[src/rtl/pixel_streamer_pkg.sv]
// Shared stream definitions: controller state encoding and the tag fields
// that travel beside every pixel from read issue to output.
package pixel_streamer_pkg;

   typedef enum logic [1:0] {
      ST_IDLE  = 2'd0,
      ST_RUN   = 2'd1,
      ST_DRAIN = 2'd2
   } stream_state_t;

   localparam int TAG_W = 2;

   typedef struct packed {
      logic eor;
      logic eof;
   } stream_tag_t;

endpackage : pixel_streamer_pkg

[src/rtl/pixel_streamer_fifo2.sv]
// Two-entry output FIFO holding {eor, eof, data}; the head entry drives the
// stream outputs directly so they stay stable while the consumer stalls.
module stream_fifo2 #(
   parameter int WIDTH = 10
) (
   input  logic             i_clk,
   input  logic             i_rst_n,
   input  logic             i_wr_en,
   input  logic [WIDTH-1:0] i_wr_data,
   input  logic             i_rd_en,
   output logic [WIDTH-1:0] o_rd_data,
   output logic             o_empty,
   output logic [1:0]       o_count
);

   logic [WIDTH-1:0] mem [2];
   logic             wr_ptr;
   logic             rd_ptr;
   logic [1:0]       count;
   logic             do_wr;
   logic             do_rd;

   assign do_rd = i_rd_en && (count != 2'd0);
   // A full FIFO can still accept a word in the same cycle its head leaves.
   assign do_wr = i_wr_en && ((count != 2'd2) || do_rd);

   always_ff @(posedge i_clk) begin
      if (!i_rst_n) begin
         mem[0] <= '0;
         mem[1] <= '0;
         wr_ptr <= 1'b0;
         rd_ptr <= 1'b0;
         count  <= 2'd0;
      end else begin
         if (do_wr) begin
            mem[wr_ptr] <= i_wr_data;
            wr_ptr      <= ~wr_ptr;
         end
         if (do_rd) begin
            rd_ptr <= ~rd_ptr;
         end
         count <= count + {1'b0, do_wr} - {1'b0, do_rd};
      end
   end

   assign o_rd_data = mem[rd_ptr];
   assign o_empty   = (count == 2'd0);
   assign o_count   = count;

endmodule : stream_fifo2

[src/rtl/pixel_streamer.sv]
// Streams one frame from a 1-cycle-latency frame memory in raster order,
// tagging end-of-row / end-of-frame, with ready/valid backpressure.
module pixel_streamer
   import pixel_streamer_pkg::*;
#(
   parameter int DATA_W    = 8,
   parameter int MAX_IMG_W = 640,
   parameter int MAX_IMG_H = 480,
   parameter int ADDR_W    = $clog2(MAX_IMG_W * MAX_IMG_H)
) (
   input  logic                           i_clk,
   input  logic                           i_rst_n,
   input  logic                           i_start,
   input  logic [$clog2(MAX_IMG_W+1)-1:0] i_img_w,
   input  logic [$clog2(MAX_IMG_H+1)-1:0] i_img_h,
   output logic                           o_rd_en,
   output logic [ADDR_W-1:0]              o_rd_addr,
   input  logic [DATA_W-1:0]              i_rd_data,
   input  logic                           i_rdy,
   output logic                           o_vld,
   output logic                           o_eor,
   output logic                           o_eof,
   output logic [DATA_W-1:0]              o_data,
   output logic                           o_busy,
   output logic                           o_done
);

   localparam int CW      = $clog2(MAX_IMG_W + 1);
   localparam int HW      = $clog2(MAX_IMG_H + 1);
   localparam int ENTRY_W = TAG_W + DATA_W;

   stream_state_t state;
   stream_state_t next_state;

   logic [CW-1:0]     img_w_r;
   logic [HW-1:0]     img_h_r;
   logic [CW-1:0]     col;
   logic [HW-1:0]     row;
   logic [ADDR_W-1:0] addr;
   logic              in_flight;
   stream_tag_t       tag_d;
   stream_tag_t       issue_tag;
   logic              done_r;
   logic              rd_en;
   logic              start_ok;
   logic              can_issue;
   logic [2:0]        outstanding;

   logic               fifo_pop;
   logic               fifo_empty;
   logic [1:0]         fifo_count;
   logic [ENTRY_W-1:0] fifo_head;

   assign start_ok      = i_start && (i_img_w != '0) && (i_img_h != '0);
   assign fifo_pop      = o_vld && i_rdy;
   assign issue_tag.eor = (col == img_w_r - CW'(1));
   assign issue_tag.eof = issue_tag.eor && (row == img_h_r - HW'(1));

   // A word leaving the FIFO this cycle frees its slot, which keeps the
   // pipeline bubble-free while still bounding FIFO + in-flight to two.
   assign outstanding = 3'(fifo_count) + 3'(in_flight) - 3'(fifo_pop);
   assign can_issue   = (outstanding < 3'd2);

   always_comb begin
      next_state = state;
      rd_en      = 1'b0;
      case (state)
         ST_IDLE: begin
            if (start_ok) next_state = ST_RUN;
         end
         ST_RUN: begin
            if (can_issue) begin
               rd_en = 1'b1;
               if (issue_tag.eof) next_state = ST_DRAIN;
            end
         end
         ST_DRAIN: begin
            if (fifo_pop && o_eof) next_state = ST_IDLE;
         end
         default: next_state = ST_IDLE;
      endcase
   end

   always_ff @(posedge i_clk) begin
      if (!i_rst_n) begin
         state     <= ST_IDLE;
         img_w_r   <= '0;
         img_h_r   <= '0;
         col       <= '0;
         row       <= '0;
         addr      <= '0;
         in_flight <= 1'b0;
         tag_d     <= '0;
         done_r    <= 1'b0;
      end else begin
         state     <= next_state;
         in_flight <= rd_en;
         tag_d     <= issue_tag;
         done_r    <= 1'b0;
         if ((state == ST_IDLE) && i_start) begin
            if (start_ok) begin
               img_w_r <= i_img_w;
               img_h_r <= i_img_h;
               col     <= '0;
               row     <= '0;
               addr    <= '0;
            end else begin
               done_r <= 1'b1;
            end
         end
         if (rd_en) begin
            addr <= addr + ADDR_W'(1);
            if (issue_tag.eor) begin
               col <= '0;
               row <= row + HW'(1);
            end else begin
               col <= col + CW'(1);
            end
         end
         if ((state == ST_DRAIN) && fifo_pop && o_eof) begin
            done_r <= 1'b1;
         end
      end
   end

   stream_fifo2 #(
      .WIDTH (ENTRY_W)
   ) u_fifo (
      .i_clk     (i_clk),
      .i_rst_n   (i_rst_n),
      .i_wr_en   (in_flight),
      .i_wr_data ({tag_d.eor, tag_d.eof, i_rd_data}),
      .i_rd_en   (fifo_pop),
      .o_rd_data (fifo_head),
      .o_empty   (fifo_empty),
      .o_count   (fifo_count)
   );

   assign o_vld                  = !fifo_empty;
   assign {o_eor, o_eof, o_data} = fifo_head;
   assign o_rd_en                = rd_en;
   assign o_rd_addr              = addr;
   assign o_busy                 = (state != ST_IDLE);
   assign o_done                 = done_r;

endmodule : pixel_streamer

[config.mk]
export PLATFORM = sky130hd
export DESIGN_NAME = pixel_streamer
export DESIGN_NICKNAME = d
export VERILOG_FILES = /design/src/rtl/pixel_streamer_pkg.sv /design/src/rtl/pixel_streamer_fifo2.sv /design/src/rtl/pixel_streamer.sv
export SDC_FILE = /design/constraint.sdc
export NUM_CORES = 1
export LEC_CHECK = 0
export BUFFER_PORTS_ARGS = -buffer_cell sky130_fd_sc_hd__buf_2
export CELL_PAD_IN_SITES_DETAIL_PLACEMENT = 0
export CELL_PAD_IN_SITES_GLOBAL_PLACEMENT = 1
export CORE_AREA = 2 2 101 112
export DETAILED_ROUTE_END_ITERATION = 12
export DIE_AREA = 0 0 103 114
export PLACE_DENSITY_LB_ADDON = 0.1
export REMOVE_ABC_BUFFERS = 1
export SLEW_MARGIN = 20
export SYNTH_ARGS = -nofsm -noshare
export SYNTH_HDL_FRONTEND = slang
export SYNTH_SLANG_ARGS = --single-unit
[constraint.sdc]
create_clock -name i_clk -period 4.2 [get_ports i_clk]
set_clock_uncertainty 0.1 [all_clocks]
set_input_delay 0.21 -clock i_clk [delete_from_list [all_inputs] [get_ports i_clk]]
set_output_delay 0.21 -clock i_clk [all_outputs]
set_load 0.01 [all_outputs]
After elaboration in Yosys (flattened, before gate mapping)
Memories as Yosys holds them, arrays and structs flattened. A register that Yosys moved wholly into a read port is not among the register bits.
Cells that the tools add are included.
{ "totals": {"reg_bits": 67, "mem_bits_rw": 20, "output_inout_bits": 33, "mem_count": 1} }
{ "classes": {"n_addsub": 9, "magnitude_cmp": 1, "n_eq_ne": 9, "mux": 30, "n_bitwise": 2, "n_reduce_logical": 24} }
{ "memory_table": {"columns": ["name", "depth", "word_bits", "read_ports", "rd_clocked_by_memory_dff", "write_ports", "line_no", "rtl"], "rows": [
  ["u_fifo.mem", 2, 10, 1, 1, 2, "pixel_streamer_fifo2.sv:16", "logic [WIDTH-1:0] mem [2];"]
]} }
{ "ops": {"columns": ["op", "n"], "rows": [
  ["2-to-1 mux 19 bit", 3],
  ["2-to-1 mux 10 bit", 5],
  ["2-to-1 mux 9 bit", 4],
  ["adder 19 x 1 -> 19 bit (second input constant)", 1],
  ["2-to-1 mux 1 bit", 13],
  ["adder 10 x 1 -> 10 bit (second input constant)", 1],
  ["== test 10 bit", 1],
  ["logical AND 1 bit", 10],
  ["inequality test 2 bit (second input constant)", 5],
  ["nonzero test 10 bit", 1],
  ["OR reduction 10 bit", 1],
  ["subtractor 10 x 1 -> 10 bit (second input constant)", 1],
  ["adder 9 x 1 -> 9 bit (second input constant)", 1],
  ["== test 9 bit", 1],
  ["nonzero test 9 bit", 1],
  ["subtractor 9 x 1 -> 9 bit (second input constant)", 1],
  ["2-to-1 mux 2 bit", 4],
  ["nonzero test 2 bit", 4],
  ["case mux 2 bit (3 select lines)", 1],
  ["zero test 2 bit", 2],
  ["AND reduction 2 bit", 2],
  ["AND reduction 4 bit", 1],
  ["adder 2 x 1 -> 3 bit", 1],
  ["less-than comparator 3 x 2 -> 1 bit (second input constant)", 1],
  ["8 further kinds", 9]
]} }

Logic depth before layout (Yosys ltp)
Gate-level depths: netlist (run 1).
{ "depth": {"depth_word": 11, "ltp_mapped": 14} }

Modules after synthesis
From an unflattened synthesis (run 1), not the netlist that was laid out.
{ "unflattened": {"hier_cells": 529, "hier_area_um2": 4834.6} }
{ "modules_own_cells": {"columns": ["module", "instances", "cells_per_inst", "area_each_um2", "seq_area_each_um2"], "rows": [
  ["pixel_streamer", 1, 451, 3696.0, 1261.2],
  ["stream_fifo2", 1, 78, 1138.6, 700.7]
]} }

Least setup slack after synthesis (run 1)
No wires, ideal clock.
{ "synth_timing": {"kind": "reg-to-reg", "from": "register u_fifo.count[0] (netlist: u_fifo.o_count[0])", "to": "register addr[18] (netlist: o_rd_addr[18])", "setup_time_ns": 0.070, "arrival_ns": 2.865, "required_time_ns": 4.030, "slack_ns": 1.165, "stages_incl_launch_ff": 13, "period_less_slack_ns": 3.035, "path_cell_list": "dfxtp_1 -> or2_2 -> and2_1 -> ha_1 -> nor2b_1 -> fa_1 -> nor2_1 -> nand2_1 -> inv_2 -> and4_1 -> nand2_1 -> or3_1 -> a21oi_1"} }
{ "synth_between": {"elab_chain_len": 9} }
{ "synth_lines": {"columns": ["element", "line_no", "rtl"], "rows": [
  ["start, declared", "pixel_streamer_fifo2.sv:19", "logic [1:0] count;"],
  ["start signal, assigned", "pixel_streamer_fifo2.sv:42", "count <= count + {1'b0, do_wr} - {1'b0, do_rd};"],
  ["zero test 2 bit *", "pixel_streamer_fifo2.sv:47", "assign o_empty = (count == 2'd0);"],
  ["zero test 1 bit *", "pixel_streamer.sv:139", "assign o_vld = !fifo_empty;"],
  ["named net o_vld", "pixel_streamer.sv:20", "output logic o_vld,"],
  ["logical AND 1 bit *", "pixel_streamer.sv:55", "assign fifo_pop = o_vld && i_rdy;"],
  ["subtractor 3 x 1 -> 3 bit *", "pixel_streamer.sv:61", "assign outstanding = 3'(fifo_count) + 3'(in_flight) - 3'(fifo_pop);"],
  ["less-than comparator 3 x 2 -> 1 bit *", "pixel_streamer.sv:62", "assign can_issue = (outstanding < 3'd2);"],
  ["2-to-1 mux 1 bit *", "pixel_streamer.sv:72", "if (can_issue) begin"],
  ["2-to-1 mux 1 bit *", "pixel_streamer.sv:67", "case (state)"],
  ["nonzero test 2 bit (no line)", null, null],
  ["AND reduction 2 bit (no line)", null, null],
  ["end signal, assigned", "pixel_streamer.sv:112", "addr <= addr + ADDR_W'(1);"],
  ["end, declared", "pixel_streamer.sv:39", "logic [ADDR_W-1:0] addr;"]
]} }
Mark *: on every way through the listed nets, which the timed path passes. The rest lies on a longest branch.
A chain may end at the register's enable or synchronous reset.

Worst setup path after layout (run 1)
{ "layout_timing": {"from": "register u_fifo.count[0] (netlist: u_fifo.o_count[0])", "to": "register addr[14] (netlist: o_rd_addr[14])"} }
{ "layout_between": {"elab_chain_len": 9} }
{ "layout_lines": {"columns": ["element", "line_no"], "rows": [
  ["parallel branches: the longest is 3 deep, another holds adder 2 x 1 -> 3 bit", null],
  ["subtractor 3 x 1 -> 3 bit *", "pixel_streamer.sv:61"],
  ["less-than comparator 3 x 2 -> 1 bit *", "pixel_streamer.sv:62"],
  ["2-to-1 mux 1 bit *", "pixel_streamer.sv:72"],
  ["2-to-1 mux 1 bit *", "pixel_streamer.sv:67"],
  ["nonzero test 2 bit (no line)", null],
  ["AND reduction 2 bit (no line)", null]
]} }
Every way passes the cells marked *.

==> results.cfg, run 1 <==
[place]
dp_cells = 699
dpl.hpwl_microns = 7235
gp_congestion = 0.7789
port_buffers = 63

[yosys]
yosys_most_used_dff = dfxtp_1
synthTopCellsByArea = dfxtp_1 30%, edfxtp_1 13%, nor2_1 5.4%
syn-cell-area_sq_um = 4573
syn_inst = 505
synth_enable_flop_cells = 20
ys_seq_area_share_pct = 42.90
synth.distinct_cells = 60
ys_warn_count = 0
synth_largest_area_cell = dfxtp_1
avgSynthCellArea_sq_um = 9.056
async_flop_share_pct = 0
ys_ff_latch = 88
synth.most_common_cell = dfxtp_1
yosysTopAreaCellShare_pct = 29.77
synth_common_cells = 68 x dfxtp_1, 66 x nor2_1, 31 x o21ai_0

[cts]
cts_resized = 0
post_cts_buffers = 0
clockBufferDepth = 2
clk_pin_slew_ns = 0.06
insertion_delay_ns = 0.34
h-tree-depth = 3
postCtsHoldBufs = 0
clock-sinks = 88
cts-root-buf = clkbuf_16
cts_buffers = 9
cts_tree = yes

[worst_setup_path]
worstPathRequired_ns = 4.37
worstSetupPathType = reg -> reg
worstSetupStartpointType = flip-flop
critPathMaxFanout = 19
cp.arrival_ns = 3.47
endpoint_kind = flip-flop

[sta]
rsz0062_at_grt = false
fin_crit_sh_pct = 78.59
setup_tns_ns = 0
final-hold-violation-count = 0
setup_violations = 0
worst_slew_pin_slew_ns = 0.9603
slew_violations = 0
relSlewSlack_pct = 35.48
post-route-min-period_ns = 3.301
max_freq_mhz = 303.0

[routing]
drc = 0
vias_per_cell = 5.278
dr.pass1.iters = 4
drt_wl_total_microns = 9975
num_vias = 3774
antenna_left = 0
drt_iter0_drc = 71
wire_per_inst_microns = 13.95

[layout]
final_core_util_pct = 49.59
multi_input_area_sq_um = 2450
nets = 603
stdcell_count = 715
nFillCells = 1058
final_layout_size_suffix_gt1_share_pct = 18.84
syn_to_final_growth_pct = 16.14
antenna_cells = 0
register_area_sq_um = 1962

[floorplan]
die_w_microns = 103
start_util_pct = 42.70
rows = 40
ios = 64
chipHeight_microns = 114
die_area_sq_um = 11740
core_sq_um = 10710

[run]
max_cap_viol_count = 0

[min_path]
hold_path.class = in -> reg

[pwr]
cellPowerDensity_nw_per_um2 = 434.8
vdd.ir_drop.worst_v = 0.0002846
finalPower_uw = 2309
p_leak_uw = 0.002160

[run_status]
status = finished clean

[grt]
grt-ovfl-total = 0
grt_usage_pct = 18.06
grt_pass1_wl_microns = 16750
grt_max_degree = 34
grt_pass1_vias = 3589
grt_antenna_before_repair = 0
[final timing paths]
check                                  startpoint             to  slack (ns)  cells after the start
worst max-delay path            u_fifo.o_count[0]  o_rd_addr[14]        0.90                     12
worst min-delay path                   i_img_w[6]     img_w_r[6]        0.03                      3
worst max register to register  u_fifo.o_count[0]  o_rd_addr[14]        0.90                     12
worst min register to register           state[0]       state[0]        0.39                      1
[critical path: stages (launching register included)]
cell	delay [ns]
dfxtp_1	0.32
or2_2	0.30
and2_1	0.20
ha_1	0.30
nor2b_1	0.05
fa_1	0.37
xnor2_1	0.17
nor2_1	0.08
nand2_1	0.10
inv_2	0.16
nor2_1	0.73
o21ai_0	0.20
a21oi_1	0.17
[area by class of cell]
cell class              instances  share of cell area [%]
clock inverters                 4                   1.319
multi-input cells             380                   46.12
inverters                      17                   1.201
clock buffers                  12                   4.452
repair buffers                 67                   6.502
flip-flops and latches         88                   36.94
well taps                     147                   3.463
[per-stage QoR]
stage,hold WS [ns],cell area [sq um],setup slack (ns)
2_1_floorplan,0.2317,4476,0.8795
3_3_place_gp,0.3591,5005,0.9570
3_5_place_dp,0.3703,5005,0.8664
4_1_cts,0.02263,5311,0.8414
5_1_grt,0.04010,5311,0.5689
6_report,0.02530,5311,0.8994
[report_power, final]
part           switching, uW  total, uW  internal (uW)
Sequential              56.8        987            930
Combinational            280        490            210
Clock                    313        833            520
[logic make-up (layout without fill, tap and decap cells)]
group           after synthesis  after routing  synth area share, %
simple gates                229            229                27.14
flops                        88             88                42.90
compound gates               82             82                11.05
buf+inv                      37            100                3.529
mux                          34             34                7.770
xor+xnor                     26             26                4.980
fa+ha+maj                     9              9                2.627
[sequential cells by signal, indices dropped and copies added (netlist names), named ones only]
name	flops
col	10
img_h_r	9
img_w_r	10
in_flight	1
o_done	1
o_rd_addr	19
row	9
state	2
tag_d	2
u_fifo.mem	20
u_fifo.o_count	2
u_fifo.rd_ptr	1
u_fifo.wr_ptr	1
[metal layers]
metal	track usage (%)	share of wire, %	vias to the layer above	wire [microns]
met4	6.842	1.8	0	178
met3	2.635	3.8	13	384
li1	-	-	1919	-
met2	31.65	49	64	4868
met1	22.14	46	1778	4543
met5	0	0	-	0
[placed cells by master (no fill, tap or decap), types with 13 or more instances in the layout]
cell      instances
nand2_1          30
mux2i_1          22
a21oi_1          19
and2_1           24
xnor2_1          17
nand3_1          26
dfxtp_1          68
edfxtp_1         20
o21ai_0          31
inv_1            15
nor2_1           66
buf_2            63
and3_1           13
No activity file was read; power rests on OpenSTA's default activity.
==> run 2: changes to the inputs <==
==> constraint.sdc (replaced) <==
create_clock -name i_clk -period 3.2 [get_ports i_clk]
set_clock_uncertainty 0.1 [all_clocks]
set_input_delay 0.16 -clock i_clk [delete_from_list [all_inputs] [get_ports i_clk]]
set_output_delay 0.16 -clock i_clk [all_outputs]
set_load 0.01 [all_outputs]
==> results.cfg, run 2 (synthesized netlist as in run 1, its figures left out) <==
[run_status]
status = finished clean

[cts]
insertion_delay_ns = 0.34
clockBufferDepth = 2
clk_pin_slew_ns = 0.07
h-tree-depth = 3
cts-root-buf = clkbuf_16
clock-sinks = 88
cts_buffers = 9
cts_tree = yes

[min_path]
min_from = i_rd_data[6]
hold_path.class = in -> reg
hold_depth = 2
min_to = u_fifo.mem[0][6]

[pwr]
p_leak_uw = 0.002259
vdd.ir_drop.worst_v = 0.0002253
finalPower_uw = 3020
cellPowerDensity_nw_per_um2 = 542.3

[sta]
fin_crit_sh_pct = 95.26
relSlewSlack_pct = 61.61
post-route-min-period_ns = 3.048
rsz0062_at_grt = true
max_freq_mhz = 328.1
final-hold-violation-count = 0
setup_violations = 0
slew_violations = 0
worst_slew_pin_slew_ns = 0.5750

[routing]
wire_per_inst_microns = 14.08
drt_iter0_drc = 100
antenna_left = 0
drt_wl_total_microns = 10460
vias_per_cell = 5.257
dr.pass1.iters = 5
drc = 0
num_vias = 3906

[layout]
nets = 630
final_layout_size_suffix_gt1_share_pct = 20.67
final_core_util_pct = 52.00
largest-register = u_fifo.mem
syn_to_final_growth_pct = 21.78
final_cell_mix = 68 x dfxtp_1, 64 x nor2_1, 63 x buf_2
final_common_cell = dfxtp_1
largest_reg_flops = 20

[worst_setup_path]
reg2reg_slack_ns = 0.15
worstSetupStartpointType = flip-flop
critPathSlowestCell = fa_1
r2r-start = u_fifo.o_count[0]
endpoint_kind = flip-flop
critPathMaxFanout = 4
worstPathRequired_ns = 3.36
r2r_end = o_rd_addr[18]
path_common_cell = nand2_1
crit_path_max_incr_delay_ns = 0.44
crit_path_cell_trace = or2_2, and2_1, ha_1, nor2b_1, fa_1, nor2_2, nand2_1, inv_2, and4_4, nand2_1, or3_1, a21oi_1
worstSetupPathType = reg -> reg
ff2ff_path_depth = 12
cp.arrival_ns = 3.21

[grt]
grt_max_degree = 29
grt-ovfl-total = 0
grt_usage_pct = 18.35
grt_antenna_before_repair = 0
grt_pass1_vias = 3631
grt_pass1_wl_microns = 17040

[floorplan]
start_util_pct = 42.70
chipHeight_microns = 114
core_sq_um = 10710
rows = 40
die_area_sq_um = 11740
die_w_microns = 103
ios = 64

[run]
max_cap_viol_count = 0

[place]
dpl.hpwl_microns = 7217
gp_congestion = 0.8010
port_buffers = 63
[run 2: layer usage]
metal  vias to the layer above  global-route usage, %  share of wire (%)
li1                       1975                      -                  -
met1                      1843                  22.76                 45
met2                        75                  31.56                 50
met3                        13                  3.738                3.9
met4                         0                  6.053                1.5
met5                         -                      0                  0
[run 2: worst max path at each step]
stage | endpoint | startpoint | cells past startpoint | slack, ns
4_1_cts | col[3] | u_fifo.o_count[0] | 13 | 0.11
3_3_place_gp | o_rd_addr[14] | u_fifo.o_count[0] | 12 | 0.08
6_report | o_rd_addr[18] | u_fifo.o_count[0] | 12 | 0.15
5_1_grt | col[2] | u_fifo.o_count[0] | 14 | -0.03
2_1_floorplan | o_rd_addr[18] | u_fifo.o_count[0] | 12 | -0.12
3_5_place_dp | o_rd_addr[12] | u_fifo.o_count[0] | 12 | -0.0001
[run 2: through the flow]
step	hold slack, ns	setup WS, ns	instances	cell area, sq um	setup TNS, ns
finish	0.009725	0.1518	743	5569	0
global route	0.007472	-0.02519	742	5567	-0.07090
CTS	0.001458	0.1140	739	5518	0
detailed placement	0.3213	-0.0001066	703	5035	-0.0001066
global placement	0.3087	0.07626	703	5035	0
floorplan	0.1817	-0.1205	485	4476	-0.2867
[run 2: critical path: cells and delay by family, from the launching register on]
family                   cells  cell delay, ns
AND/OR/NAND/NOR              8            1.57
adder cells (fa/ha/maj)      2            0.74
AO/OA/AOI/OAI                1            0.14
buffers and inverters        1            0.11
flip-flops                   1            0.32
[run 2: layout make-up]
class,instances,area (sq um)
Fill cell,1041,5141
Timing Repair Buffer,93,594.3
Tap cell,147,183.9
Antenna cell,1,2.502
Multi-Input combinational cell,380,2474
Clock inverter,7,55.05
Timing Repair inverter,1,5.005
Inverter,17,67.56
Clock buffer,9,225.2
Sequential cell,88,1962
[run 2: timing repair]
item	4_1_cts	5_1_grt
endpoints found under the setup margin	8	24
hold endpoints to repair	20	0
hold buffers	20	0
gates resized for setup	1	8
setup buffers	0	2
pin swaps	0	0
cloned	0	1
[run 2: power by group]
part / leakage, uW / switching (uW) / internal, uW
clock: 0.000138 / 455 / 534
sequential: 0.000760 / 73.9 / 1220
combinational: 0.00136 / 399 / 339
==> run 3: changes to the inputs <==
--- a/config.mk
+++ b/config.mk
@@ -5,7 +5,7 @@
 export SDC_FILE = /design/constraint.sdc
 export NUM_CORES = 1
 export LEC_CHECK = 0
-export BUFFER_PORTS_ARGS = -buffer_cell sky130_fd_sc_hd__buf_2
+export BUFFER_PORTS_ARGS = -buffer_cell sky130_fd_sc_hd__buf_4
 export CELL_PAD_IN_SITES_DETAIL_PLACEMENT = 0
 export CELL_PAD_IN_SITES_GLOBAL_PLACEMENT = 1
 export CORE_AREA = 2 2 101 112
==> results.cfg, run 3 (synthesized netlist as in run 1, its figures left out) <==
[min_path]
hold_path.class = in -> reg

[sta]
worst_slew_pin_slew_ns = 0.5588
relSlewSlack_pct = 62.64
final-hold-violation-count = 0
slew_violations = 0
rsz0062_at_grt = true
post-route-min-period_ns = 3.066
max_freq_mhz = 326.2
fin_crit_sh_pct = 95.80
whs_ns = 0.09785
setup_violations = 0

[layout]
antenna_cells = 0
syn_to_final_growth_pct = 27.25
largest-register = u_fifo.mem
stdcell_count = 750
nets = 638
nFillCells = 1006
final_core_util_pct = 54.33
largest_reg_flops = 20
final_cell_mix = 73 x buf_4, 68 x dfxtp_1, 64 x nor2_1
final_common_cell = buf_4
multi_input_area_sq_um = 2472
register_area_sq_um = 1962
final_layout_size_suffix_gt1_share_pct = 20.40

[cts]
clock-sinks = 88
clk_pin_slew_ns = 0.07
insertion_delay_ns = 0.34
clockBufferDepth = 2
cts_buffers = 9
cts-root-buf = clkbuf_16
cts_tree = yes
h-tree-depth = 3

[floorplan]
start_util_pct = 42.70
ios = 64
chipHeight_microns = 114
die_w_microns = 103
die_area_sq_um = 11740
rows = 40
core_sq_um = 10710

[place]
dp_cells = 704
dpl.hpwl_microns = 7515
port_buffers = 63
gp_congestion = 0.7507

[routing]
antenna_left = 0
drt_iter0_drc = 133
drc = 0
vias_per_cell = 5.249
drt_wl_total_microns = 10820
num_vias = 3937
wire_per_inst_microns = 14.42
dr.pass1.iters = 4

[worst_setup_path]
worstSetupStartpointType = flip-flop
ff2ff_path_depth = 14
worstPathRequired_ns = 3.32
r2r_end = col[2]
reg2reg_slack_ns = 0.13
critPathMaxFanout = 8
cp-startpoint = u_fifo.o_count[0]
endpoint = col[2]
cp.arrival_ns = 3.19
endpoint_kind = flip-flop
r2r-start = u_fifo.o_count[0]
worstSetupPathType = reg -> reg

[grt]
grt_pass1_wl_microns = 17710
met3_usage_pct = 3.554
grt_usage_pct = 19.05
grt_pass1_vias = 3684
met1_usage_pct = 24.43
grt-ovfl-total = 0
gr-usage-met2_pct = 31.77
busiest_layer = met2
grt_max_degree = 30
grt_antenna_before_repair = 0

[pwr]
cellPowerDensity_nw_per_um2 = 539.4
vdd.ir_drop.worst_v = 0.0002712
finalPower_uw = 3139
p_leak_uw = 0.002324

[run]
max_cap_viol_count = 0

[run_status]
status = finished clean
run 3: through the flow:
step           cell area (sq um)  setup WS (ns)  TNS, ns
2_1_floorplan               4476        -0.1205  -0.2867
3_3_place_gp                5200        0.07896        0
3_5_place_dp                5200        0.03796        0
4_1_cts                     5757        0.02359        0
5_1_grt                     5819       -0.04761  -0.1461
6_report                    5819         0.1342        0
run 3: worst max-delay path, stage by stage, from the launching register on:
cell,delay (ns)
dfxtp_1,0.32
or2_2,0.30
and2_1,0.20
ha_1,0.31
nor2b_2,0.05
fa_1,0.38
xnor2_1,0.20
nor2_2,0.06
nand2_1,0.11
inv_2,0.07
buf_4,0.17
nand2_2,0.16
clkinvlp_4,0.19
a31oi_1,0.22
mux2i_1,0.10
run 3: how the worst min path moves through the flow:
stage                        end  cells past startpoint         start
6_report                state[1]                      2       i_rst_n
4_1_cts         u_fifo.mem[0][3]                      2  i_rd_data[3]
3_5_place_dp          img_h_r[3]                      3    i_img_h[3]
2_1_floorplan  u_fifo.o_count[0]                      1       i_rst_n
3_3_place_gp          img_w_r[8]                      3    i_img_w[8]
5_1_grt                 state[1]                      2       i_rst_n
run 3: what timing repair did:
action                     CTS  global route
setup buffers                0             2
gates resized for setup      0             9
hold endpoints to repair    27             1
setup endpoints to repair    0            33
hold buffers                26             1
run 3: cell type report:
type,count,share of cell area (%)
Multi-Input combinational cell,380,42.49
Sequential cell,88,33.71
Timing Repair Buffer,101,14.26
Clock buffer,10,3.935
Tap cell,147,3.161
Clock inverter,6,1.161
Inverter,17,1.161
Timing Repair inverter,1,0.1290
run 3: where the power goes:
part	total (uW)	switching, uW	internal [uW]
Combinational	782	406	375
Clock	1060	453	610
Sequential	1290	74.3	1220
run 3: layer usage:
layer  part of all wire (%)  vias to the layer above
li1                       -                     1986
met1                     47                     1878
met2                     48                       61
met3                    3.4                       12
met4                    1.6                        0
met5                      0                        -
